--- src/rtl/fifo_burst_reader.sv ---
// fifo_burst_reader
//   Read-side controller for a synchronous FIFO with a registered 1-cycle
//   read latency. A start pulse in IDLE launches a burst of exactly `len`
//   words, which are read from the FIFO and presented on a valid/ready
//   stream. A 2-entry output buffer absorbs the read latency, so the block
//   sustains one word per cycle and never drops or repeats a word when the
//   consumer applies backpressure.
//
// Ports
//   clk        : system clock, rising edge
//   clr        : asynchronous active-high reset
//   start      : one-cycle burst request, only honoured in IDLE
//   len        : burst length in words, captured with start
//   busy       : high while the burst is running or draining
//   done       : one-cycle pulse when a burst completes
//   fifo_empty : FIFO empty flag
//   fifo_r_en  : FIFO read enable (never asserted while fifo_empty=1)
//   fifo_data  : FIFO read data, valid the cycle after fifo_r_en
//   m_valid    : output word valid
//   m_ready    : consumer ready
//   m_data     : output word (head of the output buffer)

module fifo_burst_reader #(
  parameter int data_width = 8,
  parameter int len_width  = 8
) (
  input  logic                  clk,
  input  logic                  clr,
  input  logic                  start,
  input  logic [len_width-1:0]  len,
  output logic                  busy,
  output logic                  done,
  input  logic                  fifo_empty,
  output logic                  fifo_r_en,
  input  logic [data_width-1:0] fifo_data,
  output logic                  m_valid,
  input  logic                  m_ready,
  output logic [data_width-1:0] m_data
);

  typedef enum logic [1:0] {
    ST_IDLE  = 2'd0,
    ST_RUN   = 2'd1,
    ST_DRAIN = 2'd2,
    ST_DONE  = 2'd3
  } state_t;

  localparam logic [len_width-1:0] c_len_one = {{(len_width-1){1'b0}}, 1'b1};

  state_t                r_state;
  state_t                w_state_next;

  logic [len_width-1:0]  r_len;
  logic [len_width-1:0]  r_issued;
  logic [len_width-1:0]  r_delivered;
  logic [len_width-1:0]  w_delivered_next;

  // Output buffer: two entries addressed by 1-bit wrapping pointers.
  logic [data_width-1:0] r_buf [2];
  logic                  r_wr_ptr;
  logic                  r_rd_ptr;
  logic [1:0]            r_occ;
  logic [1:0]            w_occ_next;

  // A read was issued last cycle; its data is on fifo_data this cycle.
  logic                  r_pend;

  logic                  w_pop;
  logic                  w_r_en;
  logic [2:0]            w_fill;
  logic                  w_start_acc;

  // ------------------------------------------------------------------
  // Stream side
  // ------------------------------------------------------------------
  assign m_valid = (r_occ != 2'd0);
  assign m_data  = r_buf[r_rd_ptr];
  assign w_pop   = m_valid && m_ready;

  // Projected occupancy at the next edge if another read were issued now:
  // words held, plus the word in flight, minus the word leaving. Keeping
  // this below 2 guarantees the buffer can never be overrun.
  assign w_fill = {1'b0, r_occ} + {2'b00, r_pend} - {2'b00, w_pop};

  assign w_r_en = (r_state == ST_RUN) && !fifo_empty &&
                  (r_issued < r_len) && (w_fill < 3'd2);

  assign fifo_r_en = w_r_en;
  assign busy      = (r_state == ST_RUN) || (r_state == ST_DRAIN);
  assign done      = (r_state == ST_DONE);

  assign w_start_acc      = (r_state == ST_IDLE) && start;
  assign w_delivered_next = r_delivered + {{(len_width-1){1'b0}}, w_pop};
  assign w_occ_next       = r_occ + {1'b0, r_pend} - {1'b0, w_pop};

  // ------------------------------------------------------------------
  // FSM
  // ------------------------------------------------------------------
  always_ff @(posedge clk or posedge clr) begin
    if (clr) begin
      r_state <= ST_IDLE;
    end else begin
      r_state <= w_state_next;
    end
  end

  always_comb begin
    w_state_next = r_state;
    case (r_state)
      ST_IDLE: begin
        if (start) begin
          w_state_next = (len == '0) ? ST_DONE : ST_RUN;
        end
      end
      ST_RUN: begin
        if (r_issued == r_len) begin
          w_state_next = ST_DRAIN;
        end
      end
      ST_DRAIN: begin
        // Look at the handshake happening now so done lands on the cycle
        // right after the final transfer.
        if (w_delivered_next == r_len) begin
          w_state_next = ST_DONE;
        end
      end
      ST_DONE: begin
        w_state_next = ST_IDLE;
      end
      default: begin
        w_state_next = ST_IDLE;
      end
    endcase
  end

  // ------------------------------------------------------------------
  // Burst counters
  // ------------------------------------------------------------------
  always_ff @(posedge clk or posedge clr) begin
    if (clr) begin
      r_len       <= '0;
      r_issued    <= '0;
      r_delivered <= '0;
    end else if (w_start_acc) begin
      r_len       <= len;
      r_issued    <= '0;
      r_delivered <= '0;
    end else begin
      if (w_r_en) begin
        r_issued <= r_issued + c_len_one;
      end
      if (w_pop) begin
        r_delivered <= w_delivered_next;
      end
    end
  end

  // ------------------------------------------------------------------
  // Buffer pointers and occupancy
  // ------------------------------------------------------------------
  always_ff @(posedge clk or posedge clr) begin
    if (clr) begin
      r_pend   <= 1'b0;
      r_wr_ptr <= 1'b0;
      r_rd_ptr <= 1'b0;
      r_occ    <= 2'd0;
    end else begin
      r_pend <= w_r_en;
      if (r_pend) begin
        r_wr_ptr <= ~r_wr_ptr;
      end
      if (w_pop) begin
        r_rd_ptr <= ~r_rd_ptr;
      end
      // Capture and pop in the same cycle leave occupancy unchanged; the
      // independent pointers keep the order intact.
      r_occ <= w_occ_next;
    end
  end

  // ------------------------------------------------------------------
  // Buffer storage
  // ------------------------------------------------------------------
  generate
    for (genvar gi = 0; gi < 2; gi++) begin : g_buf
      always_ff @(posedge clk or posedge clr) begin
        if (clr) begin
          r_buf[gi] <= '0;
        end else if (r_pend && (r_wr_ptr == 1'(gi))) begin
          r_buf[gi] <= fifo_data;
        end
      end
    end
  endgenerate

endmodule

--- config.mk ---
export PLATFORM = sky130hd
export DESIGN_NAME = fifo_burst_reader
export DESIGN_NICKNAME = d
export VERILOG_FILES = /design/src/rtl/fifo_burst_reader.sv
export SDC_FILE = /design/constraint.sdc
export NUM_CORES = 1
export LEC_CHECK = 0
export ABC_AREA = 1
export BUFFER_PORTS_ARGS = -buffer_cell sky130_fd_sc_hd__buf_4
export CAP_MARGIN = 30
export CORE_ASPECT_RATIO = 1.4
export CORE_MARGIN = 3
export CORE_UTILIZATION = 50
export CTS_BUF_LIST = sky130_fd_sc_hd__clkbuf_8
export DETAILED_ROUTE_END_ITERATION = 7
export PLACE_DENSITY = 0.7
export SLEW_MARGIN = 20
export SYNTH_ARGS = -nofsm -noshare
export SYNTH_HDL_FRONTEND = slang
export SYNTH_SLANG_ARGS = --single-unit
--- constraint.sdc ---
create_clock -name clk -period 4.32 [get_ports clk]
set_input_delay 0.648 -clock clk [delete_from_list [all_inputs] [get_ports clk]]
set_output_delay 0.648 -clock clk [all_outputs]
set_load 0.1 [all_outputs]
Word-level counts from Yosys, hierarchy flattened
Index checks and enable logic that the tools add are counted.
- add/sub/neg operators: 6
- $lt $le $gt $ge: 3
- eq/ne operators: 8
- multiplexer cells: 12
- bitwise operators: 3
- reduce and logical (&&, ||, !) cells: 15
- operators with widths (operator ; number):
    $mux W8 ; 7
    $eq A8 B8 Y1 ; 2
    $add A8 B1 Y8 ; 1
    $add A8 B1 Y8 const B ; 1
    $logic_not A8 Y1 ; 1
    $lt A8 B8 Y1 ; 1
    $mux W2 ; 4
    $pmux W2 S4 ; 1
    $logic_and A1 B1 Y1 ; 7
    $reduce_bool A2 Y1 ; 3
    $eq A2 B2 Y1 const B ; 2
    $ne A2 B1 Y1 const B ; 2
    $add A2 B1 Y3 ; 1
    $lt A3 B2 Y1 const B ; 1
    $reduce_and A3 Y1 ; 1
    $sub A3 B1 Y3 ; 1
    $add A2 B1 Y2 ; 1
    $eq A2 B1 Y1 const B ; 1
    $ge A2 B2 Y1 const B ; 1
    $logic_not A2 Y1 ; 1
    $ne A2 B2 Y1 const B ; 1
    $not A1 Y1 ; 2
    $not A1 Y2 ; 1
    $sub A2 B1 Y2 ; 1
    2 further kinds ; 2
- register bits after elaboration: 47
- input bits: 21
- output and inout bits: 12
- logic and storage cells: 57

Logic depth before layout (Yosys ltp)
- word-level depth: 7
- gate-level depth with buffers: 18
- depth with buffers taken out: 18

Worst setup path before layout
No wires, ideal clock.
- kind: reg2out
- start point: reg r_occ[1]
- end point: out fifo_r_en
- arrival time: 3.047 ns
- data required time: 3.672 ns
- slack: 0.625 ns
- cell stages (with the launch flop): 13
- buffers on the path: 0
- path through: dfrtp_1 > or2_2 > nand2_1 > inv_1 > ha_1 > inv_1 > ha_1 > fa_1 > nor2_1 > nand2_1 > nor4b_2 > nand2_1 > clkinv_2
- word-level cells in the longest chain between the ends: 5
- elaborated cells on any way between the ends: 6
- those cells by class: 2 x add/sub; 1 x order compare; 3 x reduce/logical
- ends and longest elaborated chain (what ; line ; source):
    start, declared ; 62 ; logic [1:0] r_occ;
    start signal, assigned ; 177 ; r_occ <= w_occ_next;
    $reduce_bool A2 Y1 ; 76 ; assign m_valid = (r_occ != 2'd0);
    net m_valid ; 36 ; output logic m_valid,
    $logic_and A1 B1 Y1 ; 78 ; assign w_pop = m_valid && m_ready;
    $sub A3 B1 Y3 ; 83 ; assign w_fill = {1'b0, r_occ} + {2'b00, r_pend} - {2'b00, w_pop};
    net w_fill[1] ; 70 ; logic [2:0] w_fill;
    $lt A3 B2 Y1 ; 86 ; (r_issued < r_len) && (w_fill < 3'd2);
    $logic_and A1 B1 Y1 ; 86 ;
    end, declared ; 34 ; output logic fifo_r_en,
The timed path passes the listed nets, and every way through them passes these cells.

Final worst setup path
- start point: reg r_occ[1]
- end point: out fifo_r_en
- word-level cells in the longest chain between the ends: 5
- elaborated cells on any way between the ends: 6
- those cells by class: 2 x add/sub; 1 x order compare; 3 x reduce/logical
- ends and longest elaborated chain (what ; line):
    branches (longest 2 deep; another with $add A2 B1 Y3) ; -
    $sub A3 B1 Y3 (*) ; 83
    net w_fill[1] ; 70
    $lt A3 B2 Y1 (*) ; 86
    $logic_and A1 B1 Y1 (*) ; 86
Mark *: on every way through the listed nets, which the timed path passes.

==> impl_metrics.toml <==
[route]
drt_iter0_drc = 99
first_pass_iters = 4
ant_nets = 0
via_per_inst = 5.070
drc = 0
vias = 2246
wl_per_cell_um = 12.15
finalWirelength_um = 5381

[global_routing]
grt_max_degree = 33
grt_usage_pct = 19.29
overflow = 0
antenna_found_initial = 0
grt_pass1_vias = 2137
grt_first_pass_wirelength_um = 9266

[timing]
hold_viol = 0
fmax_mhz = 250.7
setup_viol = 0
setup_tns_ns = 0
drv_slew = 0
slew_headroom_pct = 63.54
fin_crit_sh_pct = 92.34
rsz0062_at_grt = "false"
clock_skew_ns = 0.007873
tightest_slew_ns = 0.5469
whs_ns = 0.3397
layout_min_cycle_time_ns = 3.989

[cts]
cts_buffers = 5
ctsRootBufferMaster = "clkbuf_8"
cts_tree = "built"
cts_resized = 0
htree_levels = 2
clock_path_buffers = 2
clk_pin_slew_ns = 0.09
worst_skew_pair.late_latency_ns = 0.30
clkSinkCount = 47
holdBufCountCts = 0
post-cts-setup-buffer-count = 0

[layout]
nNetsFinal = 416
nFillCells = 490
drive_gt1_share_pct = 17.77
area_growth_pct = 15.43
design_area_um2 = 3136
diodes = 0

[synthesis]
yosysSeqAreaShare_pct = 43.30
synth_edf_count = 0
syn_nets = 382
synth_compound_area_share_pct = 8.291
synth-adder-area-share_pct = 9.028
syn_area_um2 = 2716
avgSynthCellArea_um2 = 7.943
post-synth-top-count-cell = "nand2_1"
synthXorXnorAreaFrac_pct = 3.178
synth_mux_area_share_pct = 0.4146
yosys_most_used_dff = "dfrtp_1"
async_reset_ff_share_pct = 100.0
synth_common_cells = "100 x nand2_1, 47 x dfrtp_1, 39 x inv_1, 24 x nand3_1, 22 x nor2_1"
synth_area_leaders = "dfrtp_1 43%, nand2_1 14%, ha_1 8.3%"
synthSimpleGateAreaFrac_pct = 28.51
syn-instance-count = 342
synth_top_area_cell = "dfrtp_1"
synth.top_cell.area_share_pct = 43.30
synth_seq_cells = 47
ys_types = 34
synth_top_family_by_area = "simple AND/OR/NAND/NOR gates"
ys.warnings.count = 0

[die]
dieWidth_um = 68.30
die_y_um = 93.21
core-area_um2 = 5197
ioPinCount = 33
die_area_um2 = 6366
start_util_pct = 52.26
fp-row-count = 31

[setup_path]
worstPathRequired_ns = 3.67
crit_path_frequent_cell = "nand2_1"
reg2reg_slack_ns = 1.31
slowest_delay_ns = 0.45
crit_fanout = 10
reg2reg_from = "r_occ[1]"
critical-path-slowest-cell = "fa_1"
r2r_cells = 14
crit_start = "r_occ[1]"
setup.worst_path.end = "fifo_r_en"
start_kind = "flip-flop"
crit_type = "reg -> out"
crit_arrival_ns = 3.34
crit_chain = "or2_2 -> nand2_1 -> inv_1 -> ha_1 -> inv_1 -> ha_1 -> fa_1 -> nor2_1 -> nand2_1 -> nor4b_2 -> nand2_1 -> clkinv_2 -> buf_4"
endpoint_kind = "primary output"
r2r_end = "r_issued[3]"

[worst_hold_path]
hold_class = "in -> async"

[outcome]
status = "finished clean"

[power]
total_power_mw = 2.324
p_leak_nw = 1.613
ir_worst_vdd_uv = 647.7
power_density_nw_per_um2 = 741.1

[placement]
dpl.hpwl_um = 4170
place.gp.congestion = 0.8397
post_dp_cell_area_um2 = 3032
portBuffers = 32

[flow_run]
maxCapViolCount = 0
power by group:
part / internal (mW) / total [mW] / leakage, nW / switching, mW
combinational: 0.363 / 1.36 / 1.00 / 1.00
sequential: 0.592 / 0.696 / 0.572 / 0.104
clock: 0.113 / 0.264 / 0.0402 / 0.151
metrics by stage:
step	setup WS [ns]	instances	utilization (%)
2_1_floorplan	0.6248	342	-
3_3_place_gp	0.6744	433	57.94
3_5_place_dp	0.6124	434	58.33
4_1_cts	0.3139	442	60.04
5_1_grt	0.08124	443	60.33
6_report	0.3311	443	60.33
worst max-delay path: cells and delay by family (launching register included):
family,cells,cell delay [ns]
adders and majority gates,3,0.92
buffers and inverters,4,0.64
DFF,1,0.41
and+or+nand+nor,6,1.06
state kept, by name (all words and copies together) (netlist names):
register,cells
r_occ,2
r_delivered,8
r_len,8
r_issued,8
r_buf,16
r_wr_ptr,1
r_state,2
r_rd_ptr,1
r_pend,1
placed cells by master, fill, tap and decap left out, types with 2 or more instances in the layout:
cell and n:
ha_1 18, nand2_1 100, nand3_1 24, buf_4 32, o21ai_0 8, inv_1 38
o21ai_1 15, clkinvlp_4 2, nand4_1 3, nand3_2 2, inv_2 5, nor2_4 2
clkbuf_8 5, a21oi_1 10, or2_2 2, nor2_2 3, o22ai_1 6, nand3b_1 3
nor4_1 2, nand2_2 6, clkinv_2 2, dfrtp_1 47, nor3_1 2, xor2_1 6
nor2_1 22, xnor2_1 2
area by class of cell:
| type | instances | area (µm²) | share of cell area (%) |
|---|---|---|---|
| multi-input cells | 243 | 1343 | 42.82 |
| flip-flops and latches | 47 | 1176 | 37.51 |
| repair buffers | 34 | 275.3 | 8.779 |
| inverters | 45 | 170.2 | 5.427 |
| well taps | 66 | 82.58 | 2.634 |
| clock buffers | 5 | 68.82 | 2.195 |
| clock inverters | 3 | 20.02 | 0.6385 |
worst min path at each step:
stage / start / endpoint / cells after the start / slack (ns)
2_1_floorplan: r_buf[0] / r_buf[0] / 2 / 0.45
3_3_place_gp: r_buf[7] / r_buf[7] / 2 / 0.47
3_5_place_dp: r_buf[7] / r_buf[7] / 2 / 0.47
4_1_cts: clr / r_delivered[4] / 2 / 0.34
5_1_grt: clr / r_len[1] / 2 / 0.35
6_report: clr / r_delivered[5] / 2 / 0.34
cells by family (layout without fill, tap and decap cells):
| logic type | count (synthesis) | after routing |
|---|---|---|
| flops | 47 | 47 |
| fa+ha+maj | 19 | 19 |
| compound gates | 41 | 41 |
| xor+xnor | 9 | 9 |
| buf+inv | 52 | 87 |
| simple gates | 173 | 173 |
| mux | 1 | 1 |
per-layer routing:
| layer | track usage (%) | wire length, µm | up-vias |
|---|---|---|---|
| met3 | 3.365 | 213 | 10 |
| li1 | - | - | 1163 |
| met4 | 8.458 | 136 | 0 |
| met5 | 0 | 0 | - |
| met1 | 22.82 | 2352 | 1030 |
| met2 | 33.23 | 2679 | 43 |
(Power assumes the default switching activity.)
